## src/rtl/bmp_pkg.sv

```systemverilog
// Shared constants and FSM encoding for the bitmap scanout path.
package bmp_pkg;

    localparam int unsigned ROW_W  = 48;
    localparam int unsigned ROWS   = 32;
    localparam int unsigned BMP_W  = ROW_W * ROWS;
    localparam int unsigned ADDR_W = 16;
    localparam int unsigned IDX_W  = $clog2(ROWS);
    localparam int unsigned OFS_W  = $clog2(BMP_W);

    typedef enum logic [1:0] {
        IDLE   = 2'd0,
        FETCH  = 2'd1,
        WAIT   = 2'd2,
        STREAM = 2'd3
    } state_t;

endpackage

```

## src/rtl/bmp_row_mux.sv

```systemverilog
// Selects the current row out of the captured bitmap buffer (combinational).
module bmp_row_mux
    import bmp_pkg::*;
(
    input  logic [BMP_W-1:0] buffer,
    input  logic [IDX_W-1:0] row_idx,
    output logic [ROW_W-1:0] row_data
);

    logic [OFS_W-1:0] base;

    assign base     = OFS_W'(row_idx) * OFS_W'(ROW_W);
    assign row_data = buffer[base +: ROW_W];

endmodule

```

## src/rtl/bitmap_scanout.sv

```systemverilog
// Reads one bitmap from memory on start and streams it row by row over valid/ready.
// Optional BMP_SCANOUT_LOOP_EN: re-fetch and re-stream until loop_stop is seen.
module bitmap_scanout
    import bmp_pkg::*;
(
    input  logic              clk,
    input  logic              rst,
    input  logic              start,
    input  logic [ADDR_W-1:0] bmp_addr,
`ifdef BMP_SCANOUT_LOOP_EN
    input  logic              loop_stop,
`endif
    output logic              busy,
    output logic              done,
    output logic [ADDR_W-1:0] mem_rdaddr,
    output logic              mem_rden,
    input  logic [BMP_W-1:0]  mem_q,
    output logic [ROW_W-1:0]  row_data,
    output logic [IDX_W-1:0]  row_idx,
    output logic              row_last,
    output logic              row_valid,
    input  logic              row_ready
);

    state_t             state, state_nxt;
    logic               busy_nxt, done_nxt, rden_nxt, last_nxt, valid_nxt;
    logic [ADDR_W-1:0]  rdaddr_nxt;
    logic [IDX_W-1:0]   idx_nxt;
    logic [BMP_W-1:0]   buffer;
    logic               stop_req;
`ifdef BMP_SCANOUT_LOOP_EN
    logic               stop_seen, stop_nxt;
`endif

    // State and registered outputs
    always_ff @(posedge clk) begin
        if (rst) begin
            state      <= IDLE;
            busy       <= 1'b0;
            done       <= 1'b0;
            mem_rden   <= 1'b0;
            mem_rdaddr <= '0;
            row_idx    <= '0;
            row_last   <= 1'b0;
            row_valid  <= 1'b0;
            buffer     <= '0;
`ifdef BMP_SCANOUT_LOOP_EN
            stop_seen  <= 1'b0;
`endif
        end else begin
            state      <= state_nxt;
            busy       <= busy_nxt;
            done       <= done_nxt;
            mem_rden   <= rden_nxt;
            mem_rdaddr <= rdaddr_nxt;
            row_idx    <= idx_nxt;
            row_last   <= last_nxt;
            row_valid  <= valid_nxt;
            if (state == WAIT) begin
                buffer <= mem_q;
            end
`ifdef BMP_SCANOUT_LOOP_EN
            stop_seen  <= stop_nxt;
`endif
        end
    end

    // Next-state and next-output logic
    always_comb begin
        state_nxt  = state;
        busy_nxt   = busy;
        done_nxt   = 1'b0;
        rden_nxt   = 1'b0;
        rdaddr_nxt = mem_rdaddr;
        idx_nxt    = row_idx;
        last_nxt   = row_last;
        valid_nxt  = row_valid;
`ifdef BMP_SCANOUT_LOOP_EN
        // loop_stop is sticky for the remainder of the current pass
        stop_nxt   = stop_seen | (busy & loop_stop);
        stop_req   = stop_seen | loop_stop;
`else
        stop_req   = 1'b1;
`endif
        case (state)
            IDLE: begin
                if (start) begin
                    rdaddr_nxt = bmp_addr;
                    busy_nxt   = 1'b1;
                    rden_nxt   = 1'b1;
                    state_nxt  = FETCH;
`ifdef BMP_SCANOUT_LOOP_EN
                    stop_nxt   = 1'b0;
`endif
                end
            end
            FETCH: begin
                state_nxt = WAIT;
            end
            WAIT: begin
                idx_nxt   = '0;
                last_nxt  = 1'b0;
                valid_nxt = 1'b1;
                state_nxt = STREAM;
            end
            STREAM: begin
                if (row_ready) begin
                    if (row_last) begin
                        valid_nxt = 1'b0;
                        last_nxt  = 1'b0;
                        if (stop_req) begin
                            busy_nxt  = 1'b0;
                            done_nxt  = 1'b1;
                            state_nxt = IDLE;
                        end else begin
                            rden_nxt  = 1'b1;
                            state_nxt = FETCH;
`ifdef BMP_SCANOUT_LOOP_EN
                            stop_nxt  = 1'b0;
`endif
                        end
                    end else begin
                        idx_nxt  = row_idx + IDX_W'(1);
                        last_nxt = (idx_nxt == IDX_W'(ROWS - 1));
                    end
                end
            end
            default: begin
                state_nxt = IDLE;
            end
        endcase
    end

    bmp_row_mux u_row_mux (
        .buffer   (buffer),
        .row_idx  (row_idx),
        .row_data (row_data)
    );

endmodule

```

## config.mk

```make
export PLATFORM = sky130hd
export DESIGN_NAME = bitmap_scanout
export DESIGN_NICKNAME = d
export VERILOG_FILES = /design/src/rtl/bmp_pkg.sv /design/src/rtl/bmp_row_mux.sv /design/src/rtl/bitmap_scanout.sv
export SDC_FILE = /design/constraint.sdc
export NUM_CORES = 2
export LEC_CHECK = 0
export CAP_MARGIN = 10
export CORE_AREA = 2 2 626 628
export CTS_BUF_LIST = sky130_fd_sc_hd__clkbuf_4 sky130_fd_sc_hd__clkbuf_8 sky130_fd_sc_hd__clkbuf_16
export DETAILED_ROUTE_END_ITERATION = 10
export DIE_AREA = 0 0 628 630
export GPL_TIMING_DRIVEN = 0
export PLACE_DENSITY = 0.35
export SLEW_MARGIN = 30
export SYNTH_ARGS = -nofsm -noshare
export SYNTH_HDL_FRONTEND = slang
export SYNTH_SLANG_ARGS = --single-unit
```

## constraint.sdc

```tcl
create_clock -name clk -period 1.9 [get_ports clk]
set_clock_uncertainty 0.05 [all_clocks]
set_input_delay 0.285 -clock clk [delete_from_list [all_inputs] [get_ports clk]]
set_output_delay 0.285 -clock clk [all_outputs]
set_load 0.01 [all_outputs]
```

# After elaboration in Yosys (flattened, before gate mapping)
# Index checks and enable logic that the tools add are counted.
# word_totals
inputBits	1556
regBits	1564
# op_classes
bitwise	3
mux	17
n_mul	1
eq_ne	8
addsub	1
shift	1
reduce_logical	11
# ops
cell	count
$shiftx A1536 B12 Y48	1
$mux W5	2
$pmux W5 S2	1
$reduce_and A3 Y1	3
$ne A2 B2 Y1 const B	4
$pmux W2 S4	1
$mul A5 B2 Y7 const B	1
$mux W1	7
$mux W2	3
$pmux W1 S2	3
$add A5 B1 Y5 const B	1
$eq A5 B5 Y1 const B	1
$eq A2 B2 Y1 const B	2
$reduce_and A2 Y1	2
$reduce_and A4 Y1	1
$reduce_bool A2 Y1	2
$not A1 Y1	3
$reduce_or A3 Y1	1
$eq A2 B1 Y1 const B	1
$logic_not A2 Y1	1
$reduce_or A2 Y1	1

# Logic depth before layout (Yosys ltp)
# depth
depth_word	5
ltp_mapped	9

# Hierarchy
# From an unflattened synthesis, not the netlist that was laid out.
# hier_totals
cells_unflattened	6822
area_unflattened_um2	68674.6
# modules_own_cells
mod	n_inst	cells_per_inst	area_each_um2
bitmap_scanout	1	5088	55211.7
bmp_row_mux	1	1734	13462.9

# Worst setup path after synthesis
# No wires, ideal clock.
# synth_timing
path_kind	register -> output
startpoint	reg row_idx[1]
endpoint	out row_data[44]
t_required_ns	1.565
slack_ns	-0.156
stages_incl_launch_ff	9
t_arrival_ns	1.721
path_cell_list	dfxtp_1 -> buf_2 -> buf_2 -> buf_2 -> buf_2 -> mux2i_1 -> nand2_1 -> a31oi_1 -> nand3_1
# synth_via
elab_chain_cells	2
# synth_rtl
element	line	text
start, declared	bitmap_scanout.sv:19	output logic [IDX_W-1:0] row_idx,
start signal, assigned	bitmap_scanout.sv:56	row_idx <= idx_nxt;
$mul A5 B2 Y7	bmp_row_mux.sv:12	assign base = OFS_W'(row_idx) * OFS_W'(ROW_W);
$shiftx A1536 B12 Y48	bmp_row_mux.sv:13	assign row_data = buffer[base +: ROW_W];
end, declared	bitmap_scanout.sv:18	output logic [ROW_W-1:0] row_data,
# No other way between the ends.

# Final worst setup path
# layout_timing
startpoint	reg row_idx[1]
endpoint	out row_data[37]
# The elaborated chain is that of the path after synthesis.

==> flow_metrics.py <==
metrics = {
    "finish": {
        "area.growth.synth_to_final_pct": 80.4,
        "fillCellCount": 40294,
        "drive_above_1_share_pct": 14.6,
        "net_total_in_the_final_layout": 11832,
        "mostFrequentLayoutCell": "mux2i_1",
        "final_cell_mix": "mux2i_1, clkdlybuf4s50_1, dfxtp_1",
    },
    "floorplanning": {
        "floorplan.die.width_um": 628,
        "rows": 229,
        "chipHeight_um": 630,
        "initial_core_util_pct": 17.4,
        "die_area_um2": 396000,
        "io-pin-count": 1630,
        "core_area_um2": 388000,
    },
    "logic_synthesis": {
        "synthesized_flop_and_latch_total": 1564,
        "synthDistinctLibCells": 33,
        "synth_warnings": 0,
        "synth_largest_area_cell": "dfxtp_1",
        "avgSynthCellArea_um2": 9.91,
        "synth_sequential_area_ratio_pct": 46.3,
        "synth_edf_count": 0,
        "synth.net_count": 8390,
        "ys.flop_type": "dfxtp_1",
        "synthTopCellsByArea": "dfxtp_1, mux2i_1, nor2_1",
        "netlist_area_um2": 67700,
        "synth_top_cell_area_share_pct": 46.3,
        "synth_async_sr_flop_share_pct": 0,
        "instance_count_of_the_mapped_netlist": 6828,
    },
    "power": {
        "power_density_nw_per_um2": 1020,
        "power.static_leakage_nw": 42.8,
        "max-vdd-ir-drop_v": 0.000865,
    },
    "route": {
        "first_iter_violations": 3278,
        "vias_per_inst": 4.21,
        "wire_per_inst_um": 31.4,
        "route.vias.total": 66372,
        "routed_wl_um": 494000,
        "routed.top_layer": "met5",
        "drt_pass1_iterations": 7,
        "wl_met3_um": 20800,
        "routed_metal_1_wirelength_um": 196000,
        "met2_wirelength_um": 261000,
        "post-route-drc-count": 0,
        "number_of_nets_still_failing_antenna_checks_after_routing": 0,
    },
    "sta": {
        "fin_tns_setup_ns": -253.99,
        "unrepaired_setup_endpoints_after_global_routing": "true",
        "final_period_minus_worst_setup_slack_ns": 3.74,
        "maxClockFrequency_mhz": 267,
        "final_worst_path_period_share_pct": 197,
        "report.final.hold_viol_count": 0,
        "timing.final.ws_setup_ns": -1.84,
        "finalSetupViolations": 1293,
        "max-slew-margin-rel_pct": 37.1,
        "final_slew_violations": 0,
        "worstMarginPinSlew_ns": 0.943,
    },
    "worst_setup_path": {
        "worst_ep_required_time_ns": 1.56,
        "worst_setup_path_end_kind": "output port",
        "worst-path-max-fanout": 8,
        "worstPathCellList": "buf_12 -> buf_12 -> clkbuf_16 -> buf_12 -> buf_6 -> mux2i_4 -> a22o_1 -> nor3_4 -> a31oi_4 -> nand3_4 -> buf_6",
        "worst_path_largest_cell_delay_ns": 0.46,
        "critPathMostFrequentCell": "buf_12",
        "path_delay_family": "buffers and inverters",
        "crit_path_start_kind": "register",
        "worst_path_max_delay_cell": "nor3_4",
        "timing_worst_setup_path_type": "register to output port",
        "crit_buf_inv": 6,
        "critical_path_arrival_ns": 3.40,
    },
    "clock_tree": {
        "tritoncts.num_buffers": 206,
        "clockRootBuffer": "clkbuf_16",
        "clk_transition_reported_paths_ns": 0.06,
        "cts.sinks": 1564,
        "cts.htree.levels": 4,
        "clk-insertion-delay-late_ns": 0.89,
        "cts_tree": "yes",
        "cts-root-to-sink-buffers": 4,
    },
    "grt": {
        "grt_pass1_vias": 69248,
        "grt_util_all_layers_pct": 23.8,
        "largest_net_degree_at_the_start_of_global_routing": 16,
        "grt_overflow_total": 0,
        "antenna_found_initial": 330,
        "grt_pass1_wl_um": 639000,
    },
    "placed_design": {
        "gp_congestion": 0.866,
        "detailed_place_hpwl_um": 403000,
        "io_buffer_count": 1628,
        "dp_slack_ns": -3.36,
    },
    "run_status": {
        "result_of_the_run": "finished, violations left",
        "failed_checks": "negative setup slack",
    },
    "flow_run": {
        "cap_violations": 0,
    },
    "hold_path": {
        "worst_hold_path_type": "input pin to register",
    },
}
[cell usage after synthesis (3+ instances only)]
cell,instances
a21oi_1,169
a22o_1,96
a22oi_1,144
a31oi_1,49
buf_1,18
buf_2,254
buf_4,33
buf_6,3
clkbuf_1,232
dfxtp_1,1564
ha_1,6
inv_1,4
mux2i_1,2305
nand2_1,180
nand2b_1,3
nand3_1,148
nor2_1,1551
nor2b_1,4
nor3_1,48
[area by class of cell]
cell class,instances,area [um2],share of cell area (%)
Multi-Input combinational cell,4719,37900,31.0
Timing Repair Buffer,3246,33800,27.7
Sequential cell,1564,31300,25.7
Tap cell,5197,6500,5.33
Clock buffer,306,6240,5.11
Buffer,529,5070,4.15
Clock inverter,66,926,0.758
Antenna cell,135,338,0.277
Inverter,4,15.0,0.0123
[routing by layer]
metal | vias to the layer above | GRT usage (%)
li1 | 30830 | -
met5 | - | 0
met1 | 32633 | 27.0
met4 | 118 | 6.01
met3 | 803 | 4.02
met2 | 1988 | 45.5
[registers in the layout, summed over array words and instances (netlist names)]
name and count:
buffer 1536, mem_rdaddr 16, row_idx 5, state 2, busy 1, done 1, mem_rden 1, row_last 1
row_valid 1
[final timing paths]
check / start / endpoint / slack [ns] / depth (start not counted)
setup / recovery: row_idx[1] / row_data[37] / -1.84 / 11
setup reg to reg: state[0] / buffer[1046] / -0.31 / 9
hold / removal: mem_q[133] / buffer[133] / 0.07 / 3
hold reg to reg: mem_rdaddr[5] / mem_rdaddr[5] / 0.41 / 2
[repair_timing]
action	CTS	global route
hold buffers	1405	0
gates cloned	20	26
endpoints found under the setup margin	1618	1598
resized for setup	1381	425
pin swaps	177	95
setup buffers	108	52
endpoints found under the hold margin	1405	0
[tightest hold or removal path: cells and delay by family]
kind,cells,cell delay (ns)
and+or+nand+nor,1,0.05
muxes,1,0.16
buffers and inverters,1,0.46
[through the flow]
step / hold WS, ns / utilization [%] / power, W / cells / area (um2)
6_report: 0.0694 / 31.4 / 0.124 / 15766 / 122000
3_3_place_gp: 0.398 / 23.4 / 0.0735 / 13653 / 90700
3_5_place_dp: 0.401 / 23.5 / 0.0743 / 13666 / 91300
2_1_floorplan: 0.371 / - / 0.0591 / 6828 / 67900
4_1_cts: 0.000278 / 30.7 / 0.123 / 15564 / 119000
5_1_grt: 0.0312 / 31.4 / 0.129 / 15716 / 122000
[power breakdown]
group          switching (W)  total (W)  internal (W)  leakage (nW)
combinational         0.0194     0.0381        0.0187          26.4
clock                 0.0169     0.0421        0.0252          3.62
sequential           0.00478     0.0441        0.0393          12.7
[logic make-up (layout without fill, tap and decap cells)]
group / after synthesis / after routing / synth area share (%)
AOI/OAI and AO/OA: 462 / 462 / 4.58
buffers and inverters: 545 / 4151 / 3.71
xor gates and xnor gates: 3 / 3 / 0.0388
muxes: 2305 / 2305 / 34.1
adders and majority gates: 6 / 6 / 0.111
other: 0 / 135 / 0
and+or+nand+nor: 1943 / 1943 / 11.2
DFF: 1564 / 1564 / 46.3
(Power assumes the default switching activity.)
